--- config.mk ---
export PLATFORM = sky130hd
export DESIGN_NAME = fetch_queue_unit
export DESIGN_NICKNAME = d
export VERILOG_FILES = /design/src/rtl/fetch_queue_unit.sv
export SDC_FILE = /design/constraint.sdc
export NUM_CORES = 1
export LEC_CHECK = 0
export CAP_MARGIN = 20
export CORE_MARGIN = 2
export CORE_UTILIZATION = 52
export DETAILED_ROUTE_END_ITERATION = 8
export PLACE_DENSITY_LB_ADDON = 0.08
export SLEW_MARGIN = 10
export SYNTH_ARGS = -nofsm -noshare
export SYNTH_HDL_FRONTEND = slang
export SYNTH_SLANG_ARGS = --single-unit
--- constraint.sdc ---
create_clock -name clk -period 8.1 [get_ports clk]
set_clock_uncertainty 0.2 [all_clocks]
set_input_delay 1.62 -clock clk [delete_from_list [all_inputs] [get_ports clk]]
set_output_delay 1.62 -clock clk [all_outputs]
set_load 0.01 [all_outputs]
--- src/rtl/fetch_queue_unit.sv ---
// Fetch unit: generates the fetch PC, issues pipelined imem requests and buffers
// returned {pc,instr} pairs in a DEPTH-entry queue drained by decode.
module fetch_queue_unit #(
    parameter int unsigned     AW       = 32,
    parameter logic [AW-1:0]   RESET_PC = AW'(32'h0000_3000),
    parameter logic [AW-1:0]   EXC_PC   = AW'(32'h0000_4180),
    parameter int unsigned     DEPTH    = 4
) (
    input  logic          clk,
    input  logic          reset,
    input  logic          int_req,
    input  logic          eret,
    input  logic [AW-1:0] eret_addr,
    input  logic          jump,
    input  logic [AW-1:0] jump_addr,
    output logic          imem_req,
    output logic [AW-1:0] imem_addr,
    input  logic          imem_gnt,
    input  logic          imem_rvalid,
    input  logic [31:0]   imem_rdata,
    output logic          out_valid,
    input  logic          out_ready,
    output logic [AW-1:0] out_pc,
    output logic [31:0]   out_instr
);

    localparam int unsigned PW = $clog2(DEPTH);
    localparam int unsigned CW = PW + 1;

    logic [AW-1:0] fpc;

    logic [AW-1:0] q_pc    [DEPTH];
    logic [31:0]   q_instr [DEPTH];
    logic [PW-1:0] q_head, q_tail;
    logic [CW-1:0] q_count;

    logic [AW-1:0]    t_pc [DEPTH];
    logic [DEPTH-1:0] t_live;
    logic [PW-1:0]    t_head, t_tail;
    logic [CW-1:0]    outstanding;

    logic          redirect;
    logic [AW-1:0] target;
    logic [CW:0]   in_use;
    logic          credit;
    logic          issue;
    logic          resp_keep;
    logic          pop;

    assign redirect = int_req | eret | jump;

    always_comb begin
        target = jump_addr;
        if (eret)
            target = eret_addr;
        if (int_req)
            target = EXC_PC;
        target[1:0] = 2'b00;
    end

    // Credits cover both queued words and in-flight fetches, so neither store can overflow.
    assign in_use    = {1'b0, outstanding} + {1'b0, q_count};
    assign credit    = in_use < (CW+1)'(DEPTH);
    assign imem_req  = reset && !redirect && credit;
    assign imem_addr = fpc;
    assign issue     = imem_req && imem_gnt;
    assign resp_keep = imem_rvalid && t_live[t_head] && !redirect;

    assign out_valid = (q_count != '0);
    assign pop       = out_valid && out_ready;
    assign out_pc    = out_valid ? q_pc[q_head]    : '0;
    assign out_instr = out_valid ? q_instr[q_head] : '0;

    always_ff @(posedge clk or negedge reset) begin
        if (!reset) begin
            fpc         <= RESET_PC;
            q_head      <= '0;
            q_tail      <= '0;
            q_count     <= '0;
            t_head      <= '0;
            t_tail      <= '0;
            t_live      <= '0;
            outstanding <= '0;
        end else begin
            if (redirect)
                fpc <= target;
            else if (issue)
                fpc <= fpc + AW'(4);

            if (issue)
                t_tail <= t_tail + 1'b1;
            if (imem_rvalid)
                t_head <= t_head + 1'b1;
            outstanding <= outstanding + CW'(issue) - CW'(imem_rvalid);

            // Late responses still retire through the tracker; only their live bit is dropped.
            if (redirect)
                t_live <= '0;
            else if (issue)
                t_live[t_tail] <= 1'b1;

            if (redirect) begin
                q_head  <= '0;
                q_tail  <= '0;
                q_count <= '0;
            end else begin
                if (resp_keep)
                    q_tail <= q_tail + 1'b1;
                if (pop)
                    q_head <= q_head + 1'b1;
                q_count <= q_count + CW'(resp_keep) - CW'(pop);
            end
        end
    end

    always_ff @(posedge clk) begin
        if (issue)
            t_pc[t_tail] <= fpc;
        if (resp_keep) begin
            q_pc[q_tail]    <= t_pc[t_head];
            q_instr[q_tail] <= imem_rdata;
        end
    end

    a_rvalid_tracked: assert property (@(posedge clk) disable iff (!reset)
        imem_rvalid |-> (outstanding != '0));

endmodule

== Word level (Yosys, flattened, before mapping) ==
Memory sizes are Yosys's and may differ from the RTL's.
Cells that the tools add are included.

* Output and inout port bits: 98
* Input port bits: 104
* Bits in registers: 50
* Memories kept: 3
* RAM bits: 384
* Word-level logic and storage cells: 61

{| class="wikitable"
|+ Memories
! name !! depth !! width !! read ports !! clocked after Yosys merged registers in !! wr ports !! RTL line !! source
|-
| q_instr || 4 || 32 || 1 || 0 || 1 || 33 || <nowiki>logic [31:0] q_instr [DEPTH];</nowiki>
|-
| q_pc || 4 || 32 || 1 || 0 || 1 || 32 || <nowiki>logic [AW-1:0] q_pc [DEPTH];</nowiki>
|-
| t_pc || 4 || 32 || 1 || 0 || 1 || 37 || <nowiki>logic [AW-1:0] t_pc [DEPTH];</nowiki>
|}

* Reduce and logical (&&, ||, !) cells: 12
* Add/subtract/negate cells: 10
* Bitwise gates (word level): 3
* Mux-type cells: 21
* $lt $le $gt $ge: 4

{| class="wikitable"
|+ Operators with widths
! cell !! count
|-
| $mux 32 || 6
|-
| $add 32x3->32 const B || 1
|-
| $add 2x1->2 const B || 4
|-
| $mux 2 || 4
|-
| $mux 4 || 2
|-
| $logic_and 1x1->1 || 7
|-
| $add 3x1->3 || 2
|-
| $lt 2x3->1 const B || 2
|-
| $mux 1 || 6
|-
| $reduce_bool 2->1 || 3
|-
| $sub 3x1->3 || 2
|-
| $add 3x3->4 || 1
|-
| $lt 4x3->1 const B || 1
|-
| $or 4x4->4 || 1
|-
| $mux 3 || 1
|-
| $reduce_bool 3->1 || 1
|-
| $bmux 1 s2 || 1
|-
| $demux 1 s2 || 1
|-
| $ge 2x1->1 const B || 1
|-
| $or 1x1->1 || 2
|-
| $logic_not 1->1 || 1
|}

== Longest topological paths before layout ==
Gate-level depths: netlist (run 1).

* Depth in word-level cells: 8
* Mapped depth: 14
* Gate-level depth less buffers: 12

== Least setup slack after synthesis (run 1) ==
Ideal clock, no wire load.

* Path type: in2reg
* Start: in eret
* End: mem q_instr[0][0] (enable)
* Required time: 7.473 ns
* Arrival: 4.161 ns
* Path slack: 3.313 ns
* Cell stages on the path: 6
* Path buffers: 3
* Cells stage by stage: buf_2 > or3_1 > buf_6 > clkbuf_1 > nor2_1 > and2_1

* Word-level cells in the longest chain between the ends: 6

{| class="wikitable"
|+ Ends and longest elaborated chain
! what !! RTL line !! source
|-
| from (decl) || 12 || <nowiki>input logic eret,</nowiki>
|-
| $or 1x1->1 (2 in series) || 50 || <nowiki>assign redirect = int_req | eret | jump;</nowiki>
|-
| $logic_not 1->1 || 67 || <nowiki>assign resp_keep = imem_rvalid && t_live[t_head] && !redirect;</nowiki>
|-
| $logic_and 1x1->1 || 67 ||
|-
| $mux 1 || 119 || <nowiki>if (resp_keep) begin</nowiki>
|-
| $mux 1 (not written as such) || 121 || <nowiki>q_instr[q_tail] <= imem_rdata;</nowiki>
|-
| to (decl) || 33 ||
|}

No other way between the ends.

== Worst setup path after layout (run 1) ==
* Start: in eret
* End: out imem_req

* Word-level cells in the longest chain between the ends: 5

{| class="wikitable"
|+ Ends and longest elaborated chain
! what !! RTL line !! source
|-
| $or 1x1->1 (2 in series) || 50 ||
|-
| $logic_not 1->1 || 64 || <nowiki>assign imem_req = reset && !redirect && credit;</nowiki>
|-
| $logic_and 1x1->1 (2 in series) || 64 ||
|-
| to (decl) || 16 || <nowiki>output logic imem_req,</nowiki>
|}

No other way between the ends.

==> results of run 1 <==
-- sequential cells by signal (all words and copies together) (netlist names) --
register,count
t_pc,120
t_live,4
imem_addr,30
q_head,2
outstanding,3
t_head,2
q_instr,128
q_tail,2
q_count,3
t_tail,2
q_pc,120
-- stage by stage --
stage | util (%) | instance area (µm²)
2_1_floorplan | - | 17000
3_3_place_gp | 59.9 | 19400
3_5_place_dp | 59.9 | 19400
4_1_cts | 63.9 | 20700
5_1_grt | 63.9 | 20700
6_report | 63.9 | 20700
-- power by group through the flow --
stage               Sequential [mW]  Combinational (mW)  Clock [mW]
floorplan                      2.54               0.348           0
global route                   2.55               0.528        1.92
detailed placement             2.58               0.484           0
finish                         2.54               0.476        1.79
global placement               2.58               0.472           0
CTS                            2.54               0.485        1.83
-- logic make-up (layout without fill, tap and decap cells) --
| logic type | count (synthesis) | in the layout | synth area share, % |
|---|---|---|---|
| flip-flops | 416 | 416 | 71.9 |
| AND/OR/NAND/NOR | 240 | 240 | 7.90 |
| AO/OA/AOI/OAI | 96 | 96 | 3.62 |
| multiplexers | 95 | 95 | 12.4 |
| buffers and inverters | 68 | 294 | 1.75 |
| XOR/XNOR | 20 | 20 | 1.03 |
| adder cells (fa/ha/maj) | 17 | 17 | 1.34 |
| other | 1 | 4 | 0.0220 |
-- worst max-delay path: stages --
cell and delay [ps]:
sky130_fd_sc_hd__clkdlybuf4s50_1 390, sky130_fd_sc_hd__buf_4 270, sky130_fd_sc_hd__or3_1 410, sky130_fd_sc_hd__buf_4 270
sky130_fd_sc_hd__nor4b_1 310, sky130_fd_sc_hd__clkdlybuf4s50_1 630
-- placed cells by master (no fill, tap or decap), drive strengths merged, types with 9 or more instances in the layout --
master and n:
edfxtp 368, and2 74, clkinv 17, nor2 44, nor3 15, mux4 93, dfrtp 46, clkdlybuf4s50 192
ha 15, nand2 46, nand3b 19, clkbuf 54, inv 15, buf 12, nand3 9, a21oi 34
xnor2 13, a211oi 9, o21ai 9, o22ai 15
-- layer usage --
metal | routed length (µm) | GRT usage (%) | vias to the layer above
li1 | - | - | 4155
met1 | 14100 | 26.1 | 4578
met2 | 15800 | 33.2 | 278
met4 | 727 | 5.78 | 0
met5 | 0 | 0 | -
met3 | 2240 | 4.36 | 51
-- cell type report --
type                            instances  share of cell area (%)
Timing Repair Buffer                  204                    9.72
Tap cell                              442                    2.68
Sequential cell                       416                    59.3
Multi-Input combinational cell        472                    21.8
Clock inverter                         22                   0.811
Clock buffer                           54                    5.40
Inverter                               14                   0.254
-- how the worst max path moves through the flow --
stage | from | endpoint | slack [ps] | cells after the start
2_1_floorplan | eret | q_instr[0][0] | 3310 | 6
3_3_place_gp | eret | imem_req | 2360 | 6
3_5_place_dp | eret | imem_req | 2350 | 6
4_1_cts | eret | imem_req | 2360 | 6
5_1_grt | eret | imem_req | 2230 | 6
6_report | eret | imem_req | 2350 | 6
==> flow_summary_export.csv, run 1 <==
group,metric,value,unit
run_status,outcome,"finished clean",
critical_path,rr_startpoint,"q_count[1]",
die,start_util,52.6,%
critical_path,critPathMaxFanout,62,
timing,min_period_over_period,71.0,%
timing,slew-limit-headroom,31.7,%
placement,placement.setup.worst_slack,2350,ps
placement,gpl.final_weighted_congestion,0.791,
clock_tree,ctsResizeCount,0,
power_and_ir_drop,p_leak,6.78,nW
timing,timing.hold.ws,290,ps
routing,wl_per_cell,20.2,µm
yosys,number_of_synthesized_register_bits,416,
power_and_ir_drop,netSwitchingFraction,22.1,%
critical_path,crit_arrival,3930,ps
die,die-height,185,µm
finish,multiInputGateArea,4510,µm²
timing,postLayoutSetupSlackWorst,2350,ps
die,rows,66,
power_and_ir_drop,vdd.ir_drop.worst,0.000158,V
finish,fillers,2307,
routing,routed_wl,32900,µm
power_and_ir_drop,part_of_the_power_in_combinational_logic,9.9,%
routing,ant_nets,0,
yosys,synth_async_sr_flop_share,11.5,%
timing,report.final.slew_viol_count,0,
placement,dpl.cell_count,1548,
die,floorplan.die.width,185,µm
routing,ratio_of_routed_vias_to_standard_cells,5.58,
finish,areaGrowthSynthToFinish,21.4,%
global_route,number_of_antenna_violations_at_the_first_check_in_global_routing,0,
die,core_area,32400,µm²
timing,rsz0062_at_grt,"false",
min_path,hold_end,"t_live[3]",
die,ios,202,
yosys,leading_post_synthesis_cells_by_instance_count,"sky130_fd_sc_hd__edfxtp_1 (368), sky130_fd_sc_hd__mux4_2 (93), sky130_fd_sc_hd__and2_1 (74), sky130_fd_sc_hd__dfrtp_1 (46), sky130_fd_sc_hd__nand2_1 (46)",
clock_tree,postCtsSetupBuffers,0,
timing,tns,0,ps
finish,ff_latch_area,12300,µm²
placement,placement.io_buffers,193,
yosys,netlist.top_cell.by_area,"sky130_fd_sc_hd__edfxtp_1",
clock_tree,tritoncts,"built",
yosys,synth_cell_types,54,
clock_tree,tritoncts.num_buffers,41,
clock_tree,cts.root.buffer_cell,"sky130_fd_sc_hd__clkbuf_16",
min_path,hold_path_startpoint,"t_live[3]",
yosys,synth_top_cells_by_area,"sky130_fd_sc_hd__edfxtp_1 (65%), sky130_fd_sc_hd__mux4_2 (12%), sky130_fd_sc_hd__dfrtp_1 (6.8%), sky130_fd_sc_hd__and2_1 (2.7%), sky130_fd_sc_hd__ha_1 (1.1%)",
yosys,synth-seq-area-share,71.9,%
critical_path,critical_path.reg2reg.endpoint,"outstanding[2]",
finish,antenna_cells,0,
yosys,ys_dominant_reg_cell,"sky130_fd_sc_hd__edfxtp_1",
finish,drive_gt1_share,15.8,%
global_route,grt-ovfl-total,0,
power_and_ir_drop,switching_power_of_the_nets,1.06,mW
critical_path,critical_path_required,6280,ps
yosys,netlist_instances,953,
timing,maximum_achievable_frequency,174,MHz
global_route,globalRouteTotalUtil,19.7,%
global_route,grt_start_max_net_pins,65,
timing,post-route-min-period,5750,ps
finish,number_of_nets_at_the_end_of_the_flow,1270,
clock_tree,cts.hold.buffers_added,0,
placement,hpwl,19500,µm
global_route,first_global_vias,9140,
clock_tree,cts.clk_slew.worst_paths,60,ps
clock_tree,cts_htree_levels,2,
yosys,post_syn_area,17000,µm²
routing,routed-via-count,9062,
clock_tree,sinks_on_the_clock_net,416,
power_and_ir_drop,p_seq_share,52.8,%
routing,drt_pass_1_iters,5,
timing,setup_violations,0,
power_and_ir_drop,power_per_cell_area,232,nW/µm²
finish,fin_cells,1624,
min_path,min_delay_path_depth,2,
critical_path,reg2regPathDepth,9,
power_and_ir_drop,share_clk_of_total_power,37.3,%
critical_path,startpoint_type,"input port",
routing,initialDrtViolationCount,620,
power_and_ir_drop,internal_power,3.74,mW
yosys,synth_most_common_cell,"sky130_fd_sc_hd__edfxtp_1",
critical_path,endpoint_kind,"output port",
yosys,yosysTopAreaCellShare,64.9,%
yosys,synth_edf_count,368,
die,die-area,34200,µm²
critical_path,worstSetupPathType,"in -> out",
global_route,grt_pass1_wl,51000,µm
critical_path,reg_to_reg_slack_setup,4730,ps
timing,worst_pin_slew,1020,ps
min_path,hp-class,"reg -> reg",
flow_run,cap_violations,0,
power_and_ir_drop,finalPower,4.80,mW
yosys,synth.yosys.warnings,0,
routing,drt_drc_violations_left,0,
yosys,synth.avg_cell_area,17.9,µm²
timing,finalHoldViolations,0,
clock_tree,worstSkewPairLatency,530,ps
clock_tree,cts-root-to-sink-buffers,3,
No activity file was read; power rests on OpenSTA's default activity.
==> inputs of run 2 (changes only) <==
--- a/config.mk
+++ b/config.mk
@@ -7,7 +7,7 @@
 export LEC_CHECK = 0
 export CAP_MARGIN = 20
 export CORE_MARGIN = 2
-export CORE_UTILIZATION = 52
+export CORE_UTILIZATION = 50
 export DETAILED_ROUTE_END_ITERATION = 8
 export PLACE_DENSITY_LB_ADDON = 0.08
 export SLEW_MARGIN = 10
==> constraint.sdc (replaced) <==
create_clock -name clk -period 5.1 [get_ports clk]
set_clock_uncertainty 0.2 [all_clocks]
set_input_delay 1.02 -clock clk [delete_from_list [all_inputs] [get_ports clk]]
set_output_delay 1.02 -clock clk [all_outputs]
set_load 0.01 [all_outputs]
==> run 2 against run 1 <==
  * Worst hold slack better by 1.7 ps
  * Clock power is 63% higher
  * Non-clock buffer count is 14 higher
  * Die area is 3.9% higher
  * Wire length is 4.3% higher
  * Total power is 61% higher
  * First-iteration DRC count is 12% lower
  * Setup slack worse by 1500 ps
  * Sequential share of layout area is 0.66 points lower
  * Sequential cell count stayed put
  * Critical path depth is 2 lower
  * Critical endpoint is now out_instr[18]
==> flow_summary_export.csv, run 2 (synthesis results as in run 1) <==
group,metric,value,unit
run_status,outcome,"finished clean",
die,die-height,189,µm
routing,initialDrtViolationCount,546,
clock_tree,sinks_on_the_clock_net,416,
critical_path,critical_path_required,3880,ps
routing,ratio_of_routed_vias_to_standard_cells,5.55,
critical_path,total_stage_count_of_the_critical_path,4,
critical_path,critical_path.reg2reg.endpoint,"q_count[2]",
global_route,number_of_antenna_violations_at_the_first_check_in_global_routing,0,
timing,report.final.slew_viol_count,0,
routing,drt_pass_1_iters,5,
timing,setup_violations,0,
power_and_ir_drop,p_leak,6.89,nW
placement,hpwl,21800,µm
clock_tree,tritoncts,"built",
timing,tns,0,ps
global_route,first_global_vias,9265,
global_route,globalRouteTotalUtil,19.4,%
critical_path,cp_cell_sequence,"buf_4 > mux4_2 > and2_1 > clkdlybuf4s50_1",
clock_tree,postCtsSetupBuffers,0,
critical_path,timing.critical_path.slowest_cell_delay,840,ps
critical_path,critPathLaunch,"q_head[0]",
timing,maximum_achievable_frequency,238,MHz
global_route,grt_pass1_wl,52900,µm
timing,finalHoldViolations,0,
critical_path,crit_arrival,2990,ps
routing,wl_per_cell,20.8,µm
critical_path,endpoint_kind,"output port",
clock_tree,tritoncts.num_buffers,42,
critical_path,reg_to_reg_slack_setup,1610,ps
finish,drive_gt1_share,16.2,%
critical_path,crit_end,"out_instr[18]",
critical_path,worstSetupPathType,"reg -> out",
die,die-area,35600,µm²
clock_tree,cts.clk_slew.worst_paths,60,ps
critical_path,worst_path_max_delay_cell,"sky130_fd_sc_hd__dfrtp_4",
power_and_ir_drop,power_per_cell_area,369,nW/µm²
clock_tree,worstSkewPairLatency,530,ps
routing,drt_drc_violations_left,0,
finish,top_register,"q_instr",
clock_tree,cts_htree_levels,2,
critical_path,timing.critical_path.buf_inv,2,
finish,number_of_nets_at_the_end_of_the_flow,1285,
timing,post-route-min-period,4210,ps
die,core_area,33500,µm²
die,start_util,50.8,%
timing,postLayoutSetupSlackWorst,893,ps
flow_run,cap_violations,0,
finish,fin_cells,1645,
global_route,grt_start_max_net_pins,62,
placement,placement.setup.worst_slack,1040,ps
finish,final_common_cell,"sky130_fd_sc_hd__edfxtp_1",
finish,largest_register_ffs,128,
critical_path,worst_path_top_cell_family_by_delay,"buffers and inverters",
timing,min_period_over_period,82.5,%
finish,areaGrowthSynthToFinish,22.7,%
timing,worst_pin_slew,837,ps
routing,ant_nets,0,
critical_path,reg2regPathDepth,11,
placement,gpl.final_weighted_congestion,0.819,
min_path,hp-class,"reg -> reg",
finish,antenna_cells,0,
placement,placement.io_buffers,193,
die,rows,67,
clock_tree,ctsResizeCount,0,
die,ios,202,
placement,dpl.cell_count,1568,
timing,rsz0062_at_grt,"false",
clock_tree,cts.hold.buffers_added,0,
timing,slew-limit-headroom,44.2,%
critical_path,critPathMaxFanout,29,
clock_tree,cts.root.buffer_cell,"sky130_fd_sc_hd__clkbuf_16",
finish,layout.cells.most_common_list,"sky130_fd_sc_hd__edfxtp_1 (368), sky130_fd_sc_hd__clkdlybuf4s50_1 (192), sky130_fd_sc_hd__mux4_2 (93)",
clock_tree,cts-root-to-sink-buffers,3,
routing,routed_wl,34300,µm
global_route,grt-ovfl-total,0,
critical_path,startpoint_type,"register",
finish,reg_top3,"q_instr x128, q_pc x120, t_pc x120",
die,floorplan.die.width,189,µm
critical_path,rr_startpoint,"q_count[1]",
routing,routed-via-count,9130,
power_and_ir_drop,vdd.ir_drop.worst,0.000261,V
## run 2: cell count changes in the layout (fill, tap and decap cells not counted), moves of 4 or more
| cell | before | now |
|---|---|---|
| sky130_fd_sc_hd__buf_12 | 0 | 8 |
| sky130_fd_sc_hd__buf_4 | 11 | 17 |
| sky130_fd_sc_hd__and2_1 | 66 | 70 |
| sky130_fd_sc_hd__and2_4 | 4 | 0 |
## run 2: per-stage QoR
stage                     cell area, µm²  hold slack (ps)  power [mW]  util, %
final                              20900              291        7.72     62.3
after global routing               20900              322        8.02     62.3
after CTS                          20900              284        7.81     62.3
after detailed placement           19600              279        4.88     58.4
after global placement             19600              273        4.86     58.4
after floorplan                    17000              257        4.58        -
## run 2: worst min-delay path by stage
stage / slack (ps) / depth (start not counted) / endpoint / start
floorplan: 260 / 2 / t_live[2] / t_live[2]
global placement: 270 / 2 / t_live[3] / t_live[3]
detailed placement: 280 / 2 / t_live[3] / t_live[3]
CTS: 280 / 1 / imem_addr[26] / reset
global route: 320 / 2 / t_live[1] / t_live[1]
finish: 290 / 2 / t_live[3] / t_live[3]
## run 2: worst reg2reg max path: cells and delay by family (launching register included)
kind / cells / cell delay (ps)
xor gates and xnor gates: 2 / 310
adders and majority gates: 3 / 790
buffers and inverters: 3 / 480
DFF: 1 / 440
and+or+nand+nor: 3 / 1150
## run 2: power breakdown
part	switching [mW]	internal (mW)	leakage [nW]	total, mW
Combinational	0.433	0.390	2.29	0.823
Clock	1.21	1.71	0.642	2.92
Sequential	0.0663	3.91	3.95	3.98
## run 2: final cells by class
class	instances	area [µm²]
clock buffers	58	1170
fillers	2415	12600
multi-input cells	472	4500
repair buffers	218	2210
well taps	448	561
flip-flops and latches	416	12300
inverters	14	52.6
clock inverters	19	138
## run 2: layer usage
| layer | GRT usage (%) | up-vias | part of all wire [%] |
|---|---|---|---|
| li1 | - | 4183 | - |
| met1 | 27.2 | 4603 | 45 |
| met2 | 31.7 | 295 | 48 |
| met3 | 3.52 | 49 | 5.5 |
| met4 | 5.17 | 0 | 1.9 |
| met5 | 0 | - | 0 |
==> RTL edit (flow settings as in run 1) <==
Change the parameter `AW` from 32 to 16.
--- a/src/rtl/fetch_queue_unit.sv
+++ b/src/rtl/fetch_queue_unit.sv
@@ -3,3 +3,3 @@
 module fetch_queue_unit #(
-    parameter int unsigned     AW       = 32,
+    parameter int unsigned     AW       = 16,
     parameter logic [AW-1:0]   RESET_PC = AW'(32'h0000_3000),
Interface: changed (resized eret_addr, imem_addr, jump_addr and out_pc); port bits go from 202 to 138. No check against the original RTL was run, so the function may have changed too.
==> RTL edit against run 1 <==
Routed wire length down 39%. Sequential cell count down 144. Global-route usage shrank 1.6 points. Count of clock-buffer cells in the layout down 20. Setup slack worse by 0.26 ns. First-iteration DRC count is 47% lower. Synthesized area down 34%. Power down 33%. Combinational power shrank 42%. Non-clock buffer count down 66. Final cell count down 37%. Design area is 34% lower. Hold slack improved by 0.013 ns. Critical endpoint unchanged. Largest power group unchanged.
==> RTL edit: results (changes against run 1) <==
Area fraction in compound gates after synthesis: 3.89% (+0.27 points)
H-tree Lvls: 1 (-1)
Final non-filler cell total: 1026 (-37%)
Design Area, Final: 13700 um^2 (-34%)
Cell variety after synth: 52 (-3.7%)
Final worst setup slack: 2.09 ns (-0.256 ns)
Die ar.: 22700 um^2 (-34%)
First-pass GRT wire length: 31600 um (-38%)
Adder-Cell Fraction of Synth Area: 2.04% (+0.70 points)
Max IR drop VDD: 0.133 mV (-16%)
Seq_cells: 272 (-35%)
R2R depth: 12 (+3)
Number of flops mapped to enable cells by yosys: 240 (-35%)
Pin count of the biggest net entering global routing: 50 (-23%)
Worst Max-Slew Pin Slew: 0.991 ns (-0.0327 ns)
Fraction of area in registers: 58.6% (-0.73 points)
Clk tree area frac: 6.95% (+0.73 points)
Synth top cells by count: 240 x edfxtp_1, 61 x mux4_2, 54 x and2_1
Hold slack: 0.302 ns (+0.0127 ns)
Reg2Reg Launch Point: t_head[1]$_DFFE_PN0P_
Worst Path Arrival: 4.19 ns (+0.26 ns)
Total GRT Usage: 18.1% (-1.6 points)
Met1 Usage GRT: 26.4% (+0.24 points)
Setup slack, reg-to-reg: 4.91 ns (+0.18 ns)
Detailed Place HPWL: 12000 um (-39%)
Async SR Flop Fraction: 11.8% (+0.23 points)
Register area share after synthesis: 71.6% (-0.29 points)
Share of cells above drive strength 1: 17.4% (+1.6 points)
Mux share of post-synthesis cell area: 12.7% (+0.24 points)
Static leakage: 4.62 nW (-32%)
Status: complete, no violations
GRT met2 Usage: 29.1% (-4.1 points)
Initial drt markers: 326 (-47%)
Syn Inst Count: 598 (-37%)
## RTL edit: changes by cell type after synthesis, sizes merged, moves of 13 or more
cell | before | now
edfxtp | 368 | 240
mux4 | 93 | 61
nor2 | 44 | 12
nand2 | 46 | 17
and2 | 74 | 54
dfrtp | 46 | 30
a21oi | 34 | 19
nor3 | 15 | 1
o22ai | 15 | 2
## RTL edit: worst max-delay path: stages
cell and delay [ns]:
clkdlybuf4s50_1 0.82, nor3_2 0.92, and3_1 0.29, clkdlybuf4s50_1 0.54
## RTL edit: where the power goes
part | switching (W) | total (W) | leakage [nW] | internal (W)
logic | 0.000122 | 0.000274 | 1.59 | 0.000153
clock network | 0.000487 | 0.00130 | 0.467 | 0.000812
registers | 0.0000490 | 0.00164 | 2.57 | 0.00159
total | 0.000657 | 0.00321 | 4.62 | 0.00256
## RTL edit: routing by layer
metal,share of wire [%],vias to the layer above
met4,1.4,0
li1,-,2625
met2,48,179
met1,45,2871
met3,5.6,31
met5,0,-
